$ cat src/rtl/kme_ib_tlast_gen_pkg.sv
// -----------------------------------------------------------------------------
// kme_ib_tlast_gen_pkg
// Shared types for the inbound KME tlast generator:
//   - kme_ib_state_e : TLV parser states
//   - SOT_BIT/EOT_BIT: tuser bit positions for start/end of TLV
//   - kme_ib_beat_t  : one stream beat plus its generated tlast, as it is
//                      stored in the skid buffer
// The KME_*_W widths must match the width parameters of kme_ib_tlast_gen.
// -----------------------------------------------------------------------------
package kme_ib_tlast_gen_pkg;

  localparam int unsigned KME_DATA_W = 64;
  localparam int unsigned KME_STRB_W = 8;
  localparam int unsigned KME_USER_W = 8;
  localparam int unsigned KME_TID_W  = 1;

  localparam int unsigned SOT_BIT = 0;
  localparam int unsigned EOT_BIT = 1;

  typedef enum logic [2:0] {
    ST_IDLE      = 3'd0,
    ST_MEGA      = 3'd1,
    ST_WAIT_GUID = 3'd2,
    ST_GUID      = 3'd3,
    ST_OTHER     = 3'd4
  } kme_ib_state_e;

  typedef struct packed {
    logic [KME_DATA_W-1:0] tdata;
    logic [KME_STRB_W-1:0] tstrb;
    logic [KME_USER_W-1:0] tuser;
    logic [KME_TID_W-1:0]  tid;
    logic                  tlast;
  } kme_ib_beat_t;

endpackage

$ cat src/rtl/kme_axis_skid.sv
// -----------------------------------------------------------------------------
// kme_axis_skid
// Two-entry register skid buffer. The head register drives the output
// directly; the tail register absorbs one beat when the consumer stalls.
// Ready is registered: it is high iff at most one entry is held after the
// current cycle.
// Ports:
//   clk, rst              clock, asynchronous active-high reset
//   s_valid_i/s_ready_o   upstream handshake, s_data_i upstream payload
//   m_valid_o/m_ready_i   downstream handshake, m_data_o downstream payload
// -----------------------------------------------------------------------------
module kme_axis_skid #(
  parameter int unsigned W = 8
) (
  input  logic         clk,
  input  logic         rst,
  input  logic         s_valid_i,
  output logic         s_ready_o,
  input  logic [W-1:0] s_data_i,
  output logic         m_valid_o,
  input  logic         m_ready_i,
  output logic [W-1:0] m_data_o
);

  logic [1:0]   cnt_q, cnt_d;
  logic [W-1:0] head_q, head_d;
  logic [W-1:0] tail_q, tail_d;
  logic         rdy_q, rdy_d;
  logic         push_s, pop_s;

  assign push_s = s_valid_i & rdy_q;
  assign pop_s  = (cnt_q != 2'd0) & m_ready_i;

  // Occupancy and entry movement; push cannot occur when two entries are held.
  always_comb begin
    cnt_d  = cnt_q;
    head_d = head_q;
    tail_d = tail_q;
    case (cnt_q)
      2'd0: begin
        if (push_s) begin
          head_d = s_data_i;
          cnt_d  = 2'd1;
        end else begin
          cnt_d  = 2'd0;
        end
      end
      2'd1: begin
        if (push_s && pop_s) begin
          head_d = s_data_i;
        end else if (push_s) begin
          tail_d = s_data_i;
          cnt_d  = 2'd2;
        end else if (pop_s) begin
          cnt_d  = 2'd0;
        end else begin
          cnt_d  = 2'd1;
        end
      end
      2'd2: begin
        if (pop_s) begin
          head_d = tail_q;
          cnt_d  = 2'd1;
        end else begin
          cnt_d  = 2'd2;
        end
      end
      default: cnt_d = 2'd0;
    endcase
    rdy_d = (cnt_d != 2'd2);
  end

  // Skid state registers; ready stays low while reset is held.
  always_ff @(posedge clk or posedge rst) begin
    if (rst) begin
      cnt_q  <= 2'd0;
      head_q <= '0;
      tail_q <= '0;
      rdy_q  <= 1'b0;
    end else begin
      cnt_q  <= cnt_d;
      head_q <= head_d;
      tail_q <= tail_d;
      rdy_q  <= rdy_d;
    end
  end

  assign s_ready_o = rdy_q;
  assign m_valid_o = (cnt_q != 2'd0);
  assign m_data_o  = head_q;

endmodule

$ cat src/rtl/kme_ib_tlast_gen.sv
// -----------------------------------------------------------------------------
// kme_ib_tlast_gen
// Inbound framing stage in front of cr_kme. Parses TLV boundaries on the
// host beat stream and generates kme_ib_tlast on the last beat of each KME
// command (a plain mega TLV, or a mega TLV plus its trailing GUID TLV).
// Payload passes through unchanged, one cycle late, via a 2-entry skid.
// Ports:
//   clk, rst          clock, asynchronous active-high reset
//   s_t*              upstream AXI4-Stream (tuser bit0 = SoT, bit1 = EoT)
//   kme_ib_t*         downstream AXI4-Stream to cr_kme, plus generated tlast
//   frame_err         sticky protocol error flag
//   cmd_cnt, err_cnt  statistics, only with KME_IB_TLAST_GEN_STATS_EN defined;
//                     otherwise tied to zero
// -----------------------------------------------------------------------------
module kme_ib_tlast_gen
  import kme_ib_tlast_gen_pkg::*;
#(
  parameter int unsigned DATA_W        = KME_DATA_W,
  parameter int unsigned STRB_W        = KME_STRB_W,
  parameter int unsigned USER_W        = KME_USER_W,
  parameter int unsigned TID_W         = KME_TID_W,
  parameter logic [7:0]  MEGA_MIN_TYPE = 8'd21,
  parameter logic [7:0]  GUID_TYPE     = 8'd10,
  parameter int unsigned GUID_FLAG_BIT = 4
) (
  input  logic              clk,
  input  logic              rst,
  input  logic              s_tvalid,
  output logic              s_tready,
  input  logic [DATA_W-1:0] s_tdata,
  input  logic [STRB_W-1:0] s_tstrb,
  input  logic [USER_W-1:0] s_tuser,
  input  logic [TID_W-1:0]  s_tid,
  output logic              kme_ib_tvalid,
  input  logic              kme_ib_tready,
  output logic [DATA_W-1:0] kme_ib_tdata,
  output logic [STRB_W-1:0] kme_ib_tstrb,
  output logic [USER_W-1:0] kme_ib_tuser,
  output logic [TID_W-1:0]  kme_ib_tid,
  output logic              kme_ib_tlast,
  output logic              frame_err,
  output logic [31:0]       cmd_cnt,
  output logic [15:0]       err_cnt
);

  kme_ib_state_e state_q, state_d;
  logic          guid_pend_q, guid_pend_d;
  logic          idx1_q, idx1_d;       // next MEGA beat is beat index 1
  logic          frame_err_q;
  logic          acc_s, sot_s, eot_s, mega_s, gp_s, tlast_s, err_s, pop_s;
  logic [7:0]    type_s;
  kme_ib_beat_t  in_beat_s, out_beat_s;

  assign acc_s  = s_tvalid & s_tready;
  assign sot_s  = s_tuser[SOT_BIT];
  assign eot_s  = s_tuser[EOT_BIT];
  assign type_s = s_tdata[7:0];
  assign mega_s = (type_s >= MEGA_MIN_TYPE);
  // GUID flag as seen by this beat: live on beat 1, latched afterwards.
  assign gp_s   = idx1_q ? s_tdata[GUID_FLAG_BIT] : guid_pend_q;

  // TLV parser: next state, tlast and protocol error for the accepted beat.
  always_comb begin
    state_d     = state_q;
    guid_pend_d = guid_pend_q;
    idx1_d      = idx1_q;
    tlast_s     = 1'b0;
    err_s       = 1'b0;
    if (acc_s) begin
      if (sot_s && (state_q != ST_WAIT_GUID)) begin
        // New TLV; outside IDLE this abandons an unfinished TLV.
        err_s       = (state_q != ST_IDLE);
        guid_pend_d = 1'b0;
        if (mega_s) begin
          tlast_s = eot_s;
          idx1_d  = ~eot_s;
          state_d = eot_s ? ST_IDLE : ST_MEGA;
        end else begin
          idx1_d  = 1'b0;
          state_d = eot_s ? ST_IDLE : ST_OTHER;
        end
      end else begin
        case (state_q)
          ST_IDLE: err_s = 1'b1;
          ST_WAIT_GUID: begin
            if (sot_s) begin
              guid_pend_d = 1'b0;
              if (type_s == GUID_TYPE) begin
                tlast_s = eot_s;
                state_d = eot_s ? ST_IDLE : ST_GUID;
              end else begin
                err_s   = 1'b1;
                state_d = eot_s ? ST_IDLE : ST_OTHER;
              end
            end else begin
              err_s = 1'b1;
            end
          end
          ST_MEGA: begin
            idx1_d      = 1'b0;
            guid_pend_d = gp_s;
            if (eot_s) begin
              tlast_s = ~gp_s;
              state_d = gp_s ? ST_WAIT_GUID : ST_IDLE;
            end else begin
              state_d = ST_MEGA;
            end
          end
          ST_GUID: begin
            if (eot_s) begin
              tlast_s = 1'b1;
              state_d = ST_IDLE;
            end else begin
              state_d = ST_GUID;
            end
          end
          ST_OTHER: begin
            if (eot_s) begin
              state_d = ST_IDLE;
            end else begin
              state_d = ST_OTHER;
            end
          end
          default: state_d = ST_IDLE;
        endcase
      end
    end else begin
      state_d = state_q;
    end
  end

  // Parser state and sticky error flag.
  always_ff @(posedge clk or posedge rst) begin
    if (rst) begin
      state_q     <= ST_IDLE;
      guid_pend_q <= 1'b0;
      idx1_q      <= 1'b0;
      frame_err_q <= 1'b0;
    end else begin
      state_q     <= state_d;
      guid_pend_q <= guid_pend_d;
      idx1_q      <= idx1_d;
      frame_err_q <= frame_err_q | err_s;
    end
  end

  assign in_beat_s = '{tdata: s_tdata, tstrb: s_tstrb, tuser: s_tuser,
                       tid: s_tid, tlast: tlast_s};

  kme_axis_skid #(.W($bits(kme_ib_beat_t))) u_skid (
    .clk       (clk),
    .rst       (rst),
    .s_valid_i (s_tvalid),
    .s_ready_o (s_tready),
    .s_data_i  (in_beat_s),
    .m_valid_o (kme_ib_tvalid),
    .m_ready_i (kme_ib_tready),
    .m_data_o  (out_beat_s)
  );

  assign kme_ib_tdata = out_beat_s.tdata;
  assign kme_ib_tstrb = out_beat_s.tstrb;
  assign kme_ib_tuser = out_beat_s.tuser;
  assign kme_ib_tid   = out_beat_s.tid;
  assign kme_ib_tlast = out_beat_s.tlast;
  assign frame_err    = frame_err_q;
  assign pop_s        = kme_ib_tvalid & kme_ib_tready;

`ifdef KME_IB_TLAST_GEN_STATS_EN
  logic [31:0] cmd_cnt_q;
  logic [15:0] err_cnt_q;

  // Command counter (wraps) and saturating error counter.
  always_ff @(posedge clk or posedge rst) begin
    if (rst) begin
      cmd_cnt_q <= 32'd0;
      err_cnt_q <= 16'd0;
    end else begin
      if (pop_s && kme_ib_tlast) begin
        cmd_cnt_q <= cmd_cnt_q + 32'd1;
      end
      if (err_s && (err_cnt_q != 16'hFFFF)) begin
        err_cnt_q <= err_cnt_q + 16'd1;
      end
    end
  end

  assign cmd_cnt = cmd_cnt_q;
  assign err_cnt = err_cnt_q;
`else
  logic unused_pop_s;
  assign unused_pop_s = pop_s;
  assign cmd_cnt      = 32'd0;
  assign err_cnt      = 16'd0;
`endif

endmodule

$ cat config.mk
export PLATFORM = sky130hd
export DESIGN_NAME = kme_ib_tlast_gen
export DESIGN_NICKNAME = d
export VERILOG_FILES = /design/src/rtl/kme_ib_tlast_gen_pkg.sv /design/src/rtl/kme_axis_skid.sv /design/src/rtl/kme_ib_tlast_gen.sv
export SDC_FILE = /design/constraint.sdc
export NUM_CORES = 1
export LEC_CHECK = 0
export BUFFER_PORTS_ARGS = -buffer_cell sky130_fd_sc_hd__clkbuf_2
export CORE_UTILIZATION = 57
export DETAILED_ROUTE_END_ITERATION = 16
export PLACE_DENSITY = 0.94
export SKIP_CTS_REPAIR_TIMING = 1
export SYNTH_ARGS = -nofsm -noshare
export SYNTH_HDL_FRONTEND = slang
export SYNTH_HIERARCHICAL = 1
export SYNTH_SLANG_ARGS = --single-unit
$ cat constraint.sdc
create_clock -name clk -period 13.6 [get_ports clk]
set_input_delay 0.68 -clock clk [delete_from_list [all_inputs] [get_ports clk]]
set_output_delay 0.68 -clock clk [all_outputs]
set_load 0.01 [all_outputs]
==> metrics.txt, run 1 <==
Int Power=1.390 mW; Seq pwr share=44.7%; DPL Wire Length=10480 microns; DR pass1 iterations=4; Clk pwr share=24.2%; WP buf/inv=2; Area contributors post-synth=dfrtp_1 (55%), o32a_1 (10%), mux2_2 (9.6%); CP endpoint kind=flip-flop; max incr delay on CP=1.00 ns; worst-skew pair later-pin latency=0.42 ns; clock buffer depth=2; CP Max Fanout=83; Yosys cell types=49; #FFs+latches synth=173; power share of the combinational group=31.1%; gr ovfl total=0; max cap viols=0; first-pass GRT wire length=27820 microns; Worst VDD drop=0.1323 mV; WL/cell=18.42 microns; Clock Skew=0.007213 ns; final setup fails=0; Least-Margin Pin Slew=1.165 ns; Design Area, Final=9086 sq um; Arr. time, crit path=3.26 ns; EDFF count, synth=0; vias in the first global route=5552; Layout Utilization=68.07%; # nets final=811; Synth top area share=54.90%; drt drc=0; CTS root buf=clkbuf_16; Seq/Total Area, Yosys=54.90%; Inst Count DP=883; slowest CP cell=o21ai_4; Worst setup SP type=flip-flop; Sw Ratio=32.08%; pwr dens=225.3 nW/um^2; Tmin final=2.904 ns; Setup CP Type=flip-flop to flip-flop; H-tree lvl count=4; area post-placement=8469 sq um; Non-Filler Instances=915; largest net degree at the start of global routing=87; Avg Cell Area, Syn=13.55 sq um; Synth Flop Type=dfrtp_1; clk sinks=173; Max Freq=344.4 MHz; CP most frequent cell=buf_4; Core Area=13350 sq um; Die Y=119.6 microns; Die X=119.6 microns; commonest non-fill, non-tap cells in the layout=dfrtp_1 (173), clkbuf_2 (169), o21a_1 (83), o32a_1 (82), mux2_2 (67); Initial Utilization=59.07%; status=finished clean; overall power=2.047 mW; CP delay by family, top=compound AO/OA/AOI/OAI gates; Reg clk slew, reported paths=0.07 ns; Post-Route WL=16850 microns; Antenna Cells=0; Site Rows=42; setup TNS=0 ns; Leakage Power=4.009 nW; Switch Pwr=656.8 uW; asr flop ratio synth=100.0%; Cells after Synth=582; port bufs=169; die area=14310 sq um; final count of hold timing violations=0; crit-path cells=nand3b_1 -> buf_4 -> o21ai_4 -> buf_4 -> o21a_1; most common cell after layout, fill and taps aside=dfrtp_1; Worst Hold Class=primary input to asynchronous set/reset pin; CTS tree=done; cell taking the most area after synthesis=dfrtp_1; Syn-to-layout area delta=15.23%; Initial DRC Count=331; Inserted Clock Buffers=17; Fillers=954; drt via density=5.909; final slew viol count=0; initial antenna violation count=0; Synth Warn #=6; antenna-violating nets left=0; required time of the critical path=13.96 ns; vias after detailed routing=5407; Final Cycle Share=21.35%; synthesized area=7885 sq um; Worst slew margin=22.35%; IO Pins=218; RD Place Congestion=0.8757; Overall Global Routing Usage=24.98%; RSZ-0062 raised after global routing=no; fraction of layout cells with a size suffix above 1=38.70%
area by class of cell:
| class | count | area [sq um] | area share, % |
|---|---|---|---|
| Clock inverter | 13 | 163.9 | 1.804 |
| Timing Repair Buffer | 174 | 883.3 | 9.722 |
| Multi-Input combinational cell | 356 | 3017 | 33.20 |
| Inverter | 4 | 20.02 | 0.2203 |
| Clock buffer | 19 | 452.9 | 4.985 |
| Tap cell | 176 | 220.2 | 2.424 |
| Sequential cell | 173 | 4329 | 47.65 |
final timing paths:
kind	end	startpoint	slack, ns	cells after the start
max	u_skid/m_data_o[38]	u_skid/cnt_q[1]	10.70	5
min	guid_pend_q	rst	0.23	2
max reg2reg	u_skid/m_data_o[38]	u_skid/cnt_q[1]	10.70	5
min reg2reg	frame_err	frame_err	0.48	1
max in group asynchronous	u_skid/m_data_o[53]	rst	11.69	3
min in group clk	frame_err	frame_err	0.48	1
cells by family (layout without fill, tap and decap cells):
logic type             Yosys count  count (layout)  share of synthesized area (%)
muxes                           84              84                          11.96
other                            1              48                        0.04756
and+or+nand+nor                 29              29                          2.555
buffers and inverters          100             210                          9.267
DFF                            173             173                          54.90
AOI/OAI and AO/OA              195             195                          21.26
power groups by stage:
stage | Clock [mW] | Combinational (mW) | Sequential [mW]
after global routing | 0.528 | 0.689 | 0.942
after CTS | 0.508 | 0.644 | 0.913
after detailed placement | 0 | 0.640 | 0.918
after floorplan | 0 | 0.407 | 0.934
final | 0.496 | 0.636 | 0.914
after global placement | 0 | 0.611 | 0.897
flip-flops by register name, indices dropped and copies added, names as in the netlist:
| signal | flops |
|---|---|
| guid_pend_q | 1 |
| frame_err | 1 |
| u_skid/m_data_o | 82 |
| u_skid/tail_q | 82 |
| u_skid/s_ready_o | 1 |
| idx1_q | 1 |
| u_skid/cnt_q | 2 |
| state_q | 3 |
metal layers:
layer  global-route usage, %  vias up  wire length [microns]
met5                       0        -                      0
met1                   33.17     2737                   7217
li1                        -     2418                      -
met3                   5.703       26                   1091
met4                   9.922        0                    300
met2                   39.92      226                   8244
metrics by stage:
stage	worst slack [ns]	hold WS [ns]
after global placement	10.45	0.4629
after CTS	10.70	0.2084
after global routing	10.51	0.2248
after detailed placement	10.38	0.4708
final	10.70	0.2254
after floorplan	8.402	0.4653
cells in the mapped netlist (2+ instances only):
master and count:
buf_2 29, o211ai_1 3, and2_1 2, inv_1 4
nand2_1 5, o21ai_2 2, o21ai_0 6, o32a_1 82
buf_6 18, mux2i_1 2, o22ai_1 2, nor2_1 4
a21o_1 2, dfrtp_1 173, mux2_2 67, buf_4 49
mux2_1 15, and2b_1 2, or2_2 2, nand3b_1 2
o21a_1 83
worst register-to-register path: cells and delay by family (launching register included):
family          cells  cell delay, ns
flops               1            0.44
buf+inv             2            1.00
compound gates      2            1.23
simple gates        1            0.18
Power figures use the tool's default switching activity.
==> inputs of run 2 (changes only) <==
- CORE_UTILIZATION: 57 -> 47
- PLACE_DENSITY: 0.94 -> 0.84
- clock period: 13.6 -> 2.6 ns (I/O delays scaled with it)
==> run 2 against run 1 <==
Critical path depth fell by 1; via count grew 4.5%; final cell count grew 13%; clock power rose to 5.1 times the previous value; critical path type unchanged; total power rose to 5.3 times the previous value; non-clock buffer count increased by 80; highest routed layer unchanged; cell area increased by 9.4%.
==> metrics.txt, run 2 (same netlist as run 1, synthesis figures left out) <==
Clk pwr share=23.3% (-0.9 points); Inserted Clock Buffers=17 (unchanged); Max Freq=487.5 MHz (+42%); final count of hold timing violations=0 (unchanged); Initial DRC Count=261 (-21%); Overall Global Routing Usage=20.18% (-4.8 points); DR pass1 iterations=6 (+2); CP endpoint kind=flip-flop; Post-Route WL=18090 microns (+7.3%); H-tree lvl count=4 (unchanged); Worst setup SP type=flip-flop; Post-Route M1 WL=7778 microns (+7.8%); max incr delay on CP=0.52 ns (-0.48 ns); port bufs=169 (unchanged); gr ovfl total=0 (unchanged); Die X=131.5 microns (+10%); fraction of layout cells with a size suffix above 1=34.88% (-3.8 points); Sw Ratio=31.80% (-0.28 points); CP delay by family, top=buffers and inverters; WP buf/inv=1 (-1); # nets final=891 (+9.9%); Int Power=7.349 mW (+430%); Tmin final=2.051 ns (-0.8528 ns); initial antenna violation count=1 (+1); dpl ws=0.5285 ns (-9.852 ns); vias after detailed routing=5651 (+4.5%); CP Max Fanout=51 (-39%); Seq pwr share=44.0% (-0.7 points); drt via density=5.465 (-7.5%); routed wl met3=1284 microns (+18%); Final Cycle Share=78.89% (+58 points); setup TNS=0 ns (unchanged); Worst slew margin=37.68% (+15 points); power share of the combinational group=32.7% (+1.6 points); Core Area=16120 sq um (+21%); Fillers=1237 (+30%); pwr dens=1084 nW/um^2 (+380%); WL/cell=17.50 microns (-5.0%); area post-placement=8626 sq um (+1.8%); CTS tree=done; Top Layer Used=met4; Switch Pwr=3.427 mW (+420%); Worst Hold Class=primary input to flip-flop; antenna-violating nets left=0 (unchanged); Initial Utilization=48.93% (-10 points); worst-skew pair later-pin latency=0.42 ns (about the same); RD Place Congestion=0.8227 (-6.1%); worst setup margin=0.5488 ns (-10.15 ns); most common cell after layout, fill and taps aside=dfrtp_1; commonest non-fill, non-tap cells in the layout=dfrtp_1 (173), clkbuf_2 (169), o21a_1 (83), o32a_1 (82), dlygate4sd3_1 (74); RSZ-0062 raised after global routing=no; required time of the critical path=2.95 ns (-11.01 ns); final slew viol count=0 (unchanged); drt drc=0 (unchanged); Die Y=131.5 microns (+10%); final setup fails=0 (unchanged); Site Rows=46 (+9.5%); clk sinks=173 (unchanged); Clock Skew=0.006563 ns (-0.0006494 ns); Setup CP Type=flip-flop to flip-flop; Reg clk slew, reported paths=0.06 ns (about the same); CTS root buf=clkbuf_16; die area=17300 sq um (+21%); status=finished clean; Arr. time, crit path=2.40 ns (-0.86 ns); Worst VDD drop=0.6466 mV (+390%); largest net degree at the start of global routing=83 (-4.6%); clock buffer depth=2 (unchanged); Leakage Power=4.353 nW (+8.6%); max cap viols=0 (unchanged); Syn-to-layout area delta=26.09%; Design Area, Final=9942 sq um (+9.4%); slowest CP cell=buf_4; IO Pins=218 (unchanged); crit-path cells=nand3b_1 -> o21ai_4 -> buf_4 -> o21a_1; Met2 Routed Length=8694 microns (+5.5%); Least-Margin Pin Slew=0.9349 ns (-0.2299 ns); vias in the first global route=5384 (-3.0%); DPL Wire Length=10620 microns (+1.3%); first-pass GRT wire length=27950 microns (+0.45%)
-- run 2: cell count changes in the layout (fill, tap and decap cells not counted) --
cell,before,now
buf_4,5,6
clkinvlp_4,5,3
clkbuf_1,0,5
dlygate4sd3_1,0,74
clkbuf_8,2,1
diode_2,0,1
inv_6,2,0
buf_12,0,5
clkinv_4,2,0
-- run 2: final timing paths --
kind | startpoint | end | slack, ns | cells past startpoint
worst max-delay path | u_skid/cnt_q[1] | u_skid/m_data_o[38] | 0.55 | 4
worst min-delay path | s_tdata[6] | u_skid/tail_q[24] | 0.007 | 2
worst max register to register | u_skid/cnt_q[1] | u_skid/m_data_o[38] | 0.55 | 4
worst min register to register | frame_err | frame_err | 0.48 | 1
max in group asynchronous | rst | u_skid/m_data_o[62] | 1.47 | 4
min in group asynchronous | rst | frame_err | 0.19 | 3
-- run 2: power groups by stage --
stage | sequential (mW) | clock, mW | combinational, mW
detailed placement | 4.75 | 0 | 3.43
global placement | 4.68 | 0 | 3.33
floorplan | 4.89 | 0 | 2.13
finish | 4.74 | 2.51 | 3.53
CTS | 4.72 | 2.57 | 3.44
global route | 4.90 | 2.66 | 3.80
-- run 2: metal layers --
metal / up-vias / GRT usage (%)
li1: 2563 / -
met1: 2829 / 25.95
met2: 232 / 31.75
met4: 0 / 7.300
met3: 27 / 6.636
met5: - / 0
-- run 2: final cells by class --
class | instances | area [sq um] | share of cell area, %
inverters | 4 | 18.77 | 0.1888
repair buffers | 254 | 1732 | 17.42
clock buffers | 23 | 457.9 | 4.606
multi-input cells | 356 | 3017 | 30.34
diodes | 1 | 2.502 | 0.02517
flip-flops and latches | 173 | 4329 | 43.54
clock inverters | 7 | 115.1 | 1.158
well taps | 216 | 270.3 | 2.718
-- run 2: metrics by stage --
step	util (%)	std cells	hold WS, ns	total power, mW
after floorplan	-	629	-0.07904	7.019
after global placement	53.52	929	0.07756	8.013
after detailed placement	53.52	929	0.07869	8.183
after CTS	57.08	959	-0.3724	10.73
after global routing	61.68	1033	0.001037	11.37
final	61.69	1034	0.007233	10.78
==> inputs of run 3 (changes only) <==
- ABC_AREA: default -> 1
- CORE_UTILIZATION: 47 -> 48
- clock period: 2.6 -> 1.7 ns (I/O delays scaled with it)
==> run 3 against run 2 <==
Clock power rose by 72%; core utilization grew 1.7 points; final cell count rose by 54%; die area rose by 7.1%; largest cell class unchanged; highest routed layer unchanged.
==> metrics.txt, run 3 <==
port bufs=169 (unchanged); Arr. time, crit path=1.88 ns (-0.52 ns); Initial Utilization=49.55% (+0.63 points); CP most frequent cell=nand2_1; initial antenna violation count=0 (-1); Post-synth top cells=nand2_1 (526), nand3_1 (252), dfrtp_1 (173); Inserted Clock Buffers=17 (unchanged); # nets final=1442 (+62%); drt drc=0 (unchanged); final count of hold timing violations=0 (unchanged); crit-path cells=dlygate4sd3_1 -> clkbuf_2 -> nor2_1 -> nand2_1 -> nor2_2 -> nand3_1 -> nand2_1 -> nand2_1 -> a21oi_2 -> nand2_1 -> nand2_1 -> nand3_1 -> nand2_1; H-tree lvl count=4 (unchanged); Fillers=1371 (+11%); Area contributors post-synth=dfrtp_1 (50%), nand2_1 (23%), nand3_1 (15%); Worst Hold Class=primary input to flip-flop; Setup CP Type=primary input to flip-flop; Antenna Cells=0 (-1); clk sinks=173 (unchanged); Initial DRC Count=1230 (+370%); Tmin final=1.510 ns; Cells after Synth=1140 (+96%); synthesized area=8631 sq um (+9.5%); required time of the critical path=2.07 ns (-0.88 ns); Clock Skew=0.01631 ns (+0.009747 ns); Reg clk slew, reported paths=0.07 ns (about the same); worst setup margin=0.1899 ns (-0.3589 ns); most common cell after layout, fill and taps aside=nand2_1; Switch Pwr=7.983 mW (+130%); Seq/Total Area, Yosys=50.16% (-4.7 points); commonest non-fill, non-tap cells in the layout=nand2_1 (523), nand3_1 (252), dfrtp_1 (172), clkbuf_2 (169), dlygate4sd3_1 (80); DR pass1 iterations=6 (unchanged); area post-placement=9599 sq um (+11%); Avg Cell Area, Syn=7.571 sq um (-44%); cell taking the most area after synthesis=dfrtp_1; Worst VDD drop=0.8873 mV (+37%); vias in the first global route=7557 (+40%); RD Place Congestion=0.8821 (+7.2%); Synth Warn #=6 (unchanged); asr flop ratio synth=100.0% (unchanged); CP delay by family, top=simple AND/OR/NAND/NOR gates; max cap viols=0 (unchanged); pwr dens=1757 nW/um^2 (+62%); Layout Utilization=63.44% (+1.7 points); Syn-to-layout area delta=28.02%; vias after detailed routing=8587 (+52%); CP endpoint kind=flip-flop; Int Power=11.43 mW (+56%); Max Freq=662.2 MHz; Post-Route WL=25270 microns (+40%); #FFs+latches synth=173 (unchanged); Yosys cell types=21 (-57%); Reg area=4330 sq um (about the same); Worst slew margin=54.78% (+17 points); die area=18520 sq um (+7.1%); Clk pwr share=22.2% (-1.1 points); WL/cell=15.85 microns (-9.4%); CTS root buf=clkbuf_16; Overall Global Routing Usage=25.63% (+5.4 points); drt via density=5.384 (-1.5%); CP Max Fanout=4 (-92%); Design Area, Final=11050 sq um (+11%); Sw Ratio=41.12% (+9.3 points); setup TNS=0 ns (unchanged); Worst setup SP type=primary input; Leakage Power=6.222 nW (+43%); clock buffer depth=2 (unchanged); IO Pins=218 (unchanged); max incr delay on CP=0.57 ns (+0.05 ns); Final Cycle Share=88.83%; Least-Margin Pin Slew=0.6769 ns (-0.2579 ns); Core Area=17420 sq um (+8.1%); power share of the combinational group=40.9% (+8.2 points); Die X=136.1 microns (+3.5%); final slew viol count=0 (unchanged); hold_ws=0.02553 ns (+0.01830 ns); Synth Flop Type=dfrtp_1; first-pass GRT wire length=37170 microns (+33%); final setup fails=0 (unchanged); largest net degree at the start of global routing=59 (-29%); RSZ-0062 raised after global routing=no; slowest CP cell=dlygate4sd3_1; dpl ws=0.2493 ns (-0.2792 ns); Reg2Reg Setup Slack=0.19 ns (-0.36 ns); multi-input combinational cell area=3675 sq um (+22%); fraction of layout cells with a size suffix above 1=18.54% (-16 points); Site Rows=48 (+4.3%); gr ovfl total=0 (unchanged); antenna-violating nets left=0 (unchanged); worst-skew pair later-pin latency=0.43 ns (about the same); DPL Wire Length=14370 microns (+35%); EDFF count, synth=0 (unchanged); Die Y=136.1 microns (+3.5%); Seq pwr share=36.9% (-7.1 points); Synth top area share=50.16% (-4.7 points); status=finished clean; CTS tree=done; top-count cell post-synth=nand2_1; WP buf/inv=2 (+1)
-- run 3: cell count changes in the layout (fill, tap and decap cells not counted), moves of 8 or more --
cell / change
nor2_1: +8
buf_4: +11
nand2_1: +518
inv_1: +9
mux2_1: -15
o21a_1: -83
o32a_1: -82
mux2_2: -67
buf_12: +8
nand3_1: +252
-- run 3: metrics by stage --
step                      power [mW]  std cells
after floorplan                12.02       1187
after global placement         14.45       1483
after detailed placement       14.71       1483
after CTS                      19.13       1515
after global routing           20.67       1595
final                          19.41       1595
-- run 3: power by group through the flow --
| stage | logic, mW | registers, mW | clock network [mW] |
|---|---|---|---|
| floorplan | 4.64 | 7.38 | 0 |
| global placement | 7.38 | 7.07 | 0 |
| detailed placement | 7.58 | 7.13 | 0 |
| CTS | 7.65 | 7.10 | 4.38 |
| global route | 8.78 | 7.36 | 4.53 |
| finish | 7.95 | 7.16 | 4.31 |
-- run 3: area by class of cell --
| type | instances | share of cell area (%) |
|---|---|---|
| clock buffer | 21 | 4.167 |
| tap | 225 | 2.548 |
| multi-input combinational | 866 | 33.26 |
| timing repair buffer | 279 | 18.41 |
| inverter | 20 | 0.7134 |
| sequential | 173 | 39.19 |
| clock inverter | 11 | 1.710 |
-- run 3: worst reg2reg max path: cells and delay by family, from the launching register on --
family | cells | cell delay (ns)
buf+inv | 3 | 0.48
flops | 1 | 0.45
simple gates | 4 | 0.47
-- run 3: kinds of logic after synthesis --
kind of cell    after synthesis  synth area share [%]
compound gates               14                0.8988
simple gates                804                 39.13
buf+inv                     148                 9.771
other cells                   1               0.04345
flops                       173                 50.16
-- run 3: path summary, 6_finish.rpt --
check                           depth (start not counted)               from                   to
worst min-delay path                                    3         s_tuser[1]     u_skid/tail_q[3]
worst min register to register                          2  u_skid/tail_q[36]    u_skid/tail_q[36]
min in group asynchronous                               3                rst           state_q[1]
worst max-delay path                                   13         s_tdata[7]   u_skid/m_data_o[0]
max in group asynchronous                               4                rst  u_skid/m_data_o[42]
worst max register to register                          7    u_skid/cnt_q[1]    u_skid/tail_q[20]
-- run 3: metal layers --
| metal | global-route usage [%] | vias up | share of wire, % |
|---|---|---|---|
| li1 | - | 3966 | - |
| met1 | 34.26 | 4021 | 39 |
| met2 | 40.89 | 535 | 50 |
| met3 | 4.064 | 65 | 8.4 |
| met4 | 11.73 | 0 | 2.9 |
| met5 | 0 | - | 0 |
